==> config.mk <==
export PLATFORM = sky130hd
export DESIGN_NAME = seq_det_110101_flat
export DESIGN_NICKNAME = d
export VERILOG_FILES = /design/src/rtl/seq_det_110101_if.sv /design/src/rtl/seq_det_110101.sv /design/src/flat_wrapper.sv
export SDC_FILE = /design/constraint.sdc
export NUM_CORES = 1
export LEC_CHECK = 0
export BUFFER_PORTS_ARGS = -buffer_cell sky130_fd_sc_hd__clkbuf_2
export CORE_AREA = 2 2 39 41
export DETAILED_ROUTE_END_ITERATION = 6
export DIE_AREA = 0 0 41 43
export PLACE_DENSITY = 0.48
export SYNTH_ARGS = -nofsm -noshare
export SYNTH_HDL_FRONTEND = slang
export SYNTH_SLANG_ARGS = --single-unit
==> constraint.sdc <==
create_clock -name clk -period 3.4 [get_ports clk]
set_clock_uncertainty 0.2 [all_clocks]
set_input_delay 0.68 -clock clk [delete_from_list [all_inputs] [get_ports clk]]
set_output_delay 0.68 -clock clk [all_outputs]
set_load 0.005 [all_outputs]
==> src/rtl/seq_det_110101_if.sv <==
// rtl/seq_det_110101_if.sv - serial bit in, detect pulse and match count out
interface seq_det_110101_if #(
  parameter int CNT_W = 8
);
  logic             in;
  logic             out;
  logic [CNT_W-1:0] match_cnt;

  modport master (
    output in,
    input  out,
    input  match_cnt
  );

  modport slave (
    input  in,
    output out,
    output match_cnt
  );
endinterface

==> src/rtl/seq_det_110101.sv <==
// rtl/seq_det_110101.sv - overlapping 110101 serial pattern detector, Moore pulse
// Match counter built only when SEQ_DET_CNT_EN is defined; otherwise match_cnt is zero.
module seq_det_110101 #(
  parameter int CNT_W = 8
) (
  input  logic               clk,
  input  logic               rstn,
  seq_det_110101_if.slave    bus
);

  // State value = length of the longest matched prefix; 7 is unused.
  localparam logic [2:0] IDLE   = 3'd0;
  localparam logic [2:0] S1     = 3'd1;
  localparam logic [2:0] S11    = 3'd2;
  localparam logic [2:0] S110   = 3'd3;
  localparam logic [2:0] S1101  = 3'd4;
  localparam logic [2:0] S11010 = 3'd5;
  localparam logic [2:0] DET    = 3'd6;

  logic [2:0] state;
  logic [2:0] state_nxt;

  always_comb begin
    state_nxt = IDLE;
    case (state)
      IDLE:    state_nxt = bus.in ? S1    : IDLE;
      S1:      state_nxt = bus.in ? S11   : IDLE;
      S11:     state_nxt = bus.in ? S11   : S110;
      S110:    state_nxt = bus.in ? S1101 : IDLE;
      S1101:   state_nxt = bus.in ? S11   : S11010;
      S11010:  state_nxt = bus.in ? DET   : IDLE;
      // Trailing '1' of a match is kept so overlapping matches are found.
      DET:     state_nxt = bus.in ? S11   : IDLE;
      default: state_nxt = IDLE;
    endcase
  end

  always_ff @(posedge clk or negedge rstn) begin
    if (!rstn) begin
      state <= IDLE;
    end else begin
      state <= state_nxt;
    end
  end

  assign bus.out = (state == DET);

`ifdef SEQ_DET_CNT_EN
  logic [CNT_W-1:0] cnt_q;

  // DET is never re-entered from itself, so entry equals state_nxt == DET.
  always_ff @(posedge clk or negedge rstn) begin
    if (!rstn) begin
      cnt_q <= '0;
    end else if ((state_nxt == DET) && (cnt_q != {CNT_W{1'b1}})) begin
      cnt_q <= cnt_q + 1'b1;
    end
  end

  assign bus.match_cnt = cnt_q;
`else
  assign bus.match_cnt = '0;
`endif

endmodule

==> src/flat_wrapper.sv <==
// flat-port wrapper written by rule: the top's interface ports become plain ports
module seq_det_110101_flat 
#(
  parameter int CNT_W = 8
)
  (clk, rstn, bus_in, bus_out, bus_match_cnt);
  seq_det_110101_if #(.CNT_W(CNT_W)) bus_i ();
  input  logic clk;
  input  logic rstn;
  input wire logic [$bits(bus_i.in)-1:0] bus_in;
  output wire logic [$bits(bus_i.out)-1:0] bus_out;
  output wire logic [$bits(bus_i.match_cnt)-1:0] bus_match_cnt;
  assign bus_i.in = bus_in;
  assign bus_out = bus_i.out;
  assign bus_match_cnt = bus_i.match_cnt;
  seq_det_110101 #(.CNT_W(CNT_W)) u_core (.clk(clk), .rstn(rstn), .bus(bus_i));
endmodule
Yosys cells after proc, flatten, opt, wreduce, memory -nomap -nowiden:

Index checks and enable logic that the tools add are counted.

* reduce and logical (&&, ||, !) cells: 2
* equality and inequality tests: 6
* multiplexer cells: 7

Operator list (number)
* $pmux 3 s6: 1
* $eq 3x3->1 const B: 3
* $mux 3: 3
* $eq 3x2->1 const B: 2
* $eq 3x1->1 const B: 1
* $logic_not 3->1: 1
* $mux 1: 2
* $mux 2: 1
* $reduce_or 2->1: 1

* word-level logic and storage cells: 16
* output and inout port bits: 9
* register bits after elaboration: 3
* bits of input ports: 3

Depth between registers and ports, before layout:

Gate-level depths: netlist (run 1).

* word-level depth: 3
* depth in mapped cells: 2
* gate-level depth less buffers: 2

Least setup slack after synthesis (run 1):

OpenSTA, ideal clock, no wires.

* kind: register to output
* start: reg u_core.state[0]
* end: out bus_out
* path slack: 1.893 ns
* cell stages (with the launch flop): 3
* buffers on the path: 0
* data arrival time: 0.627 ns
* data required time: 2.520 ns
* cells stage by stage: dfrtp_1 inv_1 and3_2

* word-level cells in the longest chain between the ends: 1

Ends and longest elaborated chain
* from (decl): line seq_det_110101.sv:20 `logic [2:0] state;`
* from (signal assigned): line seq_det_110101.sv:42 `state <= state_nxt;`
* $eq 3x3->1: line seq_det_110101.sv:46 `assign bus.out = (state == DET);`
* to (decl): line flat_wrapper.sv:11 `output wire logic [$bits(bus_i.out)-1:0] bus_out;`

No other way between the ends.

Final worst setup path (run 1):

Same ends and word-level chain as after synthesis.

==> reports/qor.txt, run 1 <==
Power Total - 0.179 mW
Pleak - 0.134 nW
Crit end category - primary output
First-pass GRT wire length - 462 um
Worst Path Buf+Inv - 2
Largest stage delay on the critical path - 0.38 ns
# DRC - 0
Post-Synth Adder-Cell Area - 0%
Synth Instances - 24
Antenna violations before repair - 0
Iter 0 DRT Violations - 4
Via density - 3.02
Async S/R FF share, synth - 100%
Kind of start point of the critical path - flip-flop
Post-synthesis sequential area ratio - 33.5%
Final GP Congestion - 0.646
All-Layer GR Usage - 4.73%
Post-synthesis xor/xnor area fraction - 7.82%
Delay-heaviest family, CP - flip-flops
GRT overflow - 0
Max reg flops - 3
Vias in the first global route - 122
R2R Setup Slk - 2.26 ns
Max-Cap Viols - 0
Post-synth top area share - 33.5%
CP cell instances - inv_1 > and3_2 > clkbuf_2
Final #Nets - 34
Hold WC Path Type - primary input to asynchronous set/reset pin
Post-DRT Antenna Nets - 0
Synth Area in Compound Gates - 12.3%
Post-synthesis simple-gate area fraction - 11.7%
H-tree levels - 1
Die W - 41 um
Antenna cells - 0
Mapped Area - 224 sq um
Share of layout cells above drive strength 1 - 23.3%
Hold-fix buffers at CTS - 0
HPWL after DPL - 227 um
RSZ-0062 raised after global routing - false
Final Instance Area - 251 sq um
Final Hold Fails - 0
Routed vias - 139
CTS clk-pin slew, worst paths - 0.04 ns
TritonCTS clock tree - built
VDD IR max - 0.224 mV
Core area - 1380 sq um
Post-synthesis mux area share - 4.47%
Tmin final - 1.86 ns
Flops & latches, synth - 3
Top reg by flops - u_core.state
# Post-CTS Setup Buffers - 0
Post-synth top cells - buf_4, dfrtp_1, o22ai_1, or2b_1, xor2_1
Required @ worst endpoint - 2.52 ns
CP arrival - 0.98 ns
Post-route worst setup slack - 1.54 ns
TritonCTS Buffers - 3
Drt first pass iters - 2
Most common cell in the netlist - buf_4
Worst-Skew Late Latency - 0.23 ns
Clock sink count - 3
Achievable Freq - 537 MHz
DIE HEIGHT - 43 um
Mean Syn Cell Area - 9.33 sq um
Initial Util - 16.2%
Number of synthesized flops with an enable pin - 0
Largest net degree at the start of global routing - 8
Status - finished, final reports clean
Crit-path slowest cell - dfrtp_1
Clock Path Buffers - 2
Largest area contributor in the netlist - dfrtp_1
Clock root cell - clkbuf_4
Final setup vio count - 0
Largest regs - u_core.state x3
Fin crit share - 54.8%
Placement Cell Area - 225 sq um
Setup TNS - 0 ns
FILL cells - 162
Max Transition Viols Final - 0
I/O Pins - 12
Worst slack, placed - 1.78 ns
Die area - 1760 sq um
Dominant synthesized flop cell - dfrtp_1
Cell Pwr Density - 714 nW/um^2
CTS-repair resized insts - 0
WL final - 302 um
Row count - 14
Largest family of logic cells by synthesized area - buffers and inverters
I/O Buffers - 3
Post-synthesis cell type count - 12
Synth top area cells - dfrtp_1, buf_4, xor2_1
Syn-to-layout area delta - 12.3%
Routed WL per cell - 6.57 um
Crit path kind - flip-flop to primary output
Warnings from Yosys - 0
Critical path peak fanout - 4
[layer usage]
layer / global-route usage (%) / routed length, um
met5: 0 / 0
met1: 5.19 / 138
met4: 8.00 / 0
met3: 3.66 / 39
met2: 3.75 / 124
[per-stage QoR]
step	instances	util, %	hold slack [ns]
after global routing	46	18.2	0.0180
final	46	18.2	0.0370
after detailed placement	42	16.3	0.278
after CTS	46	18.2	0.0273
after global placement	42	16.3	0.279
after floorplan	31	-	0.184
[logic make-up after synthesis]
| logic type | Yosys count |
|---|---|
| muxes | 1 |
| xor gates and xnor gates | 2 |
| buffers and inverters | 9 |
| other | 1 |
| and+or+nand+nor | 4 |
| AOI/OAI and AO/OA | 4 |
| DFF | 3 |
[report_power, final]
part | switching [mW] | internal (mW) | leakage (nW)
Sequential | 0.0190 | 0.0504 | 0.0388
Combinational | 0.0204 | 0.0277 | 0.0802
Clock | 0.0181 | 0.0440 | 0.0150
Total | 0.0575 | 0.122 | 0.134
[layout make-up]
type                            count  area (sq um)  area share [%]
Clock buffer                        4          26.3            10.4
Multi-Input combinational cell     19           111            44.3
Tap cell                           16          20.0            7.96
Inverter                            1          3.75            1.49
Timing Repair Buffer                3          15.0            5.97
Sequential cell                     3          75.1            29.9
[final timing paths]
path / from / cells after the start / to
max: u_core.state[0] / 3 / bus_out
max in group asynchronous: rstn / 1 / u_core.state[2]
min: rstn / 1 / u_core.state[0]
min reg2reg: u_core.state[0] / 1 / u_core.state[1]
max reg2reg: u_core.state[1] / 2 / u_core.state[0]
min in group clk: u_core.state[0] / 1 / u_core.state[1]
[worst reg2reg max path, delay by kind of cell (launching register included)]
family | cells | cell delay, ns
AOI/OAI and AO/OA | 1 | 0.21
xor gates and xnor gates | 1 | 0.18
DFF | 1 | 0.43
[cells in the final DEF (no fill, tap or decap)]
master,n
or2b_1,2
xor2_1,2
o211a_1,1
o21ai_0,1
inv_1,1
nand2_1,1
o22ai_1,2
mux2i_1,1
and3_2,1
dfrtp_1,3
clkbuf_2,3
clkbuf_1,1
conb_1,8
clkbuf_4,3
Power figures use the tool's default switching activity.
==> run 2, diff against run 1 <==
--- a/config.mk
+++ b/config.mk
@@ -5,11 +5,12 @@
 export SDC_FILE = /design/constraint.sdc
 export NUM_CORES = 1
 export LEC_CHECK = 0
+export ABC_AREA = 1
 export BUFFER_PORTS_ARGS = -buffer_cell sky130_fd_sc_hd__clkbuf_2
 export CORE_AREA = 2 2 39 41
 export DETAILED_ROUTE_END_ITERATION = 6
 export DIE_AREA = 0 0 41 43
-export PLACE_DENSITY = 0.48
+export PLACE_DENSITY = 0.51
 export SYNTH_ARGS = -nofsm -noshare
 export SYNTH_HDL_FRONTEND = slang
 export SYNTH_SLANG_ARGS = --single-unit
==> constraint.sdc (replaced) <==
create_clock -name clk -period 1.6 [get_ports clk]
set_clock_uncertainty 0.2 [all_clocks]
set_input_delay 0.32 -clock clk [delete_from_list [all_inputs] [get_ports clk]]
set_output_delay 0.32 -clock clk [all_outputs]
set_load 0.005 [all_outputs]
==> run 2 against run 1 <==
  * Sequential power grew 110%
  * Via count grew 56%
  * Sequential cell count is the same
  * Utilization grew 3.0 points
  * Hold slack gained 0.15 ns
  * Global-route usage grew 1.5 points
  * Worst setup slack lost 1.5 ns
  * Clock power grew 110%
  * Cell count grew 33%
  * Critical endpoint unchanged
==> reports/qor.txt, run 2 <==
Clock sink count - 3
Die area - 1760 sq um
Warnings from Yosys - 0
Power Total - 0.436 mW
Post-synthesis cell type count - 11
# DRC - 0
Syn-to-layout area delta - 18.8%
DP Cell Count - 55
Max reg flops - 3
WL final - 415 um
FILL cells - 161
Largest regs - u_core.state x3
Tmin final - 1.52 ns
Post-synthesis sequential area ratio - 30.5%
Final #Nets - 49
Largest area contributor in the netlist - dfrtp_1
Flops & latches, synth - 3
Required @ worst endpoint - 1.08 ns
Routed WL per cell - 6.80 um
Hold EP - u_core.state[1]
Clock root cell - clkbuf_4
Crit end category - primary output
Die W - 41 um
Row count - 14
Finished Layout Cells - 61
R2r endpoint - u_core.state[0]
Initial Util - 17.8%
Top reg by flops - u_core.state
Synth Instances - 37
Worst-Skew Late Latency - 0.23 ns
DIE HEIGHT - 43 um
Via density - 3.56
HPWL after DPL - 296 um
TritonCTS Buffers - 3
Most frequent cells in the layout - nand2_1, conb_1, nor2_1
Pleak - 0.169 nW
Post-synth top area share - 30.5%
Fin crit share - 94.8%
I/O Pins - 12
Routed vias - 217
Final GP Congestion - 0.641
Critical hold path startpoint - bus_in
Largest net degree at the start of global routing - 7
Clock Path Buffers - 2
Vias in the first global route - 172
First-pass GRT wire length - 655 um
Synth top area cells - dfrtp_1, buf_4, nand2_1
Core area - 1380 sq um
Antenna cells - 0
Cell Pwr Density - 1490 nW/um^2
Commonest non-fill, non-tap cell in the layout - nand2_1
Async S/R FF share, synth - 100%
Post-synth top cells - nand2_1, buf_4, nor2_1
CTS clk-pin slew, worst paths - 0.04 ns
WHS Path Cells - 3
Final Hold Fails - 0
Most common cell in the netlist - nand2_1
Max Transition Viols Final - 0
H-tree levels - 1
VDD IR max - 0.528 mV
Iter 0 DRT Violations - 5
GRT overflow - 0
Achievable Freq - 659 MHz
Mapped Area - 246 sq um
Dominant synthesized flop cell - dfrtp_1
Number of synthesized flops with an enable pin - 0
FF-to-FF Start - u_core.state[0]
Max-Cap Viols - 0
I/O Buffers - 3
Post-DRT Antenna Nets - 0
R2R Setup Slk - 0.48 ns
Mean Syn Cell Area - 6.66 sq um
R2R depth - 4
TritonCTS clock tree - built
CP arrival - 1.00 ns
RSZ-0062 raised after global routing - false
Share of layout cells above drive strength 1 - 26.7%
Crit path kind - flip-flop to primary output
Status - finished, final reports clean
Drt first pass iters - 4
Setup TNS - 0 ns
Critical path peak fanout - 4
Hold WC Path Type - primary input to flip-flop
Final setup vio count - 0
Antenna violations before repair - 0
Kind of start point of the critical path - flip-flop
All-Layer GR Usage - 6.24%
run 2: cell types whose count changed after synthesis, sizes merged, moves of 3 or more:
cell	before	now
inv	1	5
nand3	0	3
nor2	0	5
nand2	1	9
run 2: layout make-up:
class	count	area (sq um)	share of cell area (%)
flip-flops and latches	3	76.3	26.1
multi-input cells	28	119	40.6
repair buffers	5	32.5	11.1
inverters	5	18.8	6.41
well taps	16	20.0	6.84
clock buffers	4	26.3	8.97
run 2: what timing repair did:
item / CTS / global route
endpoints found under the hold margin: 3 / 0
endpoints found under the setup margin: 0 / 1
setup buffers: 0 / 1
gates resized for setup: 0 / 2
hold buffers: 1 / 0
run 2: cells by family (layout without fill, tap and decap cells):
group	count (synthesis)	count (layout)	synth area share, %
other	1	8	1.52
DFF	3	3	30.5
buffers and inverters	13	14	32.0
AOI/OAI and AO/OA	2	2	4.06
and+or+nand+nor	18	18	32.0
run 2: worst max path at each step:
stage                               start       to  slack [ns]  cells after the start
final                     u_core.state[0]  bus_out        0.08                      4
after global routing      u_core.state[0]  bus_out       0.007                      4
after CTS                 u_core.state[0]  bus_out        0.04                      4
after detailed placement  u_core.state[0]  bus_out        0.29                      4
after global placement    u_core.state[0]  bus_out        0.29                      4
after floorplan           u_core.state[0]  bus_out        0.44                      3
run 2: power breakdown:
group          leakage (nW)  internal, mW  switching (mW)
registers            0.0376         0.109          0.0384
clock network        0.0150        0.0934          0.0386
logic                 0.117        0.0652          0.0909
run 2: per-stage QoR:
stage / setup slack [ns] / area [sq um] / util, % / hold slack, ns
after floorplan: 0.440 / 273 / - / -0.176
after global placement: 0.289 / 248 / 17.9 / -0.0809
after detailed placement: 0.289 / 248 / 17.9 / -0.0812
after CTS: 0.0363 / 284 / 20.5 / 0.187
after global routing: 0.00691 / 293 / 21.2 / 0.206
final: 0.0836 / 293 / 21.2 / 0.186
run 2: per-layer routing:
metal	vias up	wire length, um	track usage (%)
li1	112	-	-
met4	0	14	8.00
met3	2	44	3.14
met1	91	184	7.14
met5	-	0	0
met2	12	171	6.88
run 2: critical path: stages, from the launching register on:
cell,delay [ns]
dfrtp_2,0.42
inv_2,0.07
nand2_1,0.06
nor2_1,0.09
clkbuf_2,0.12
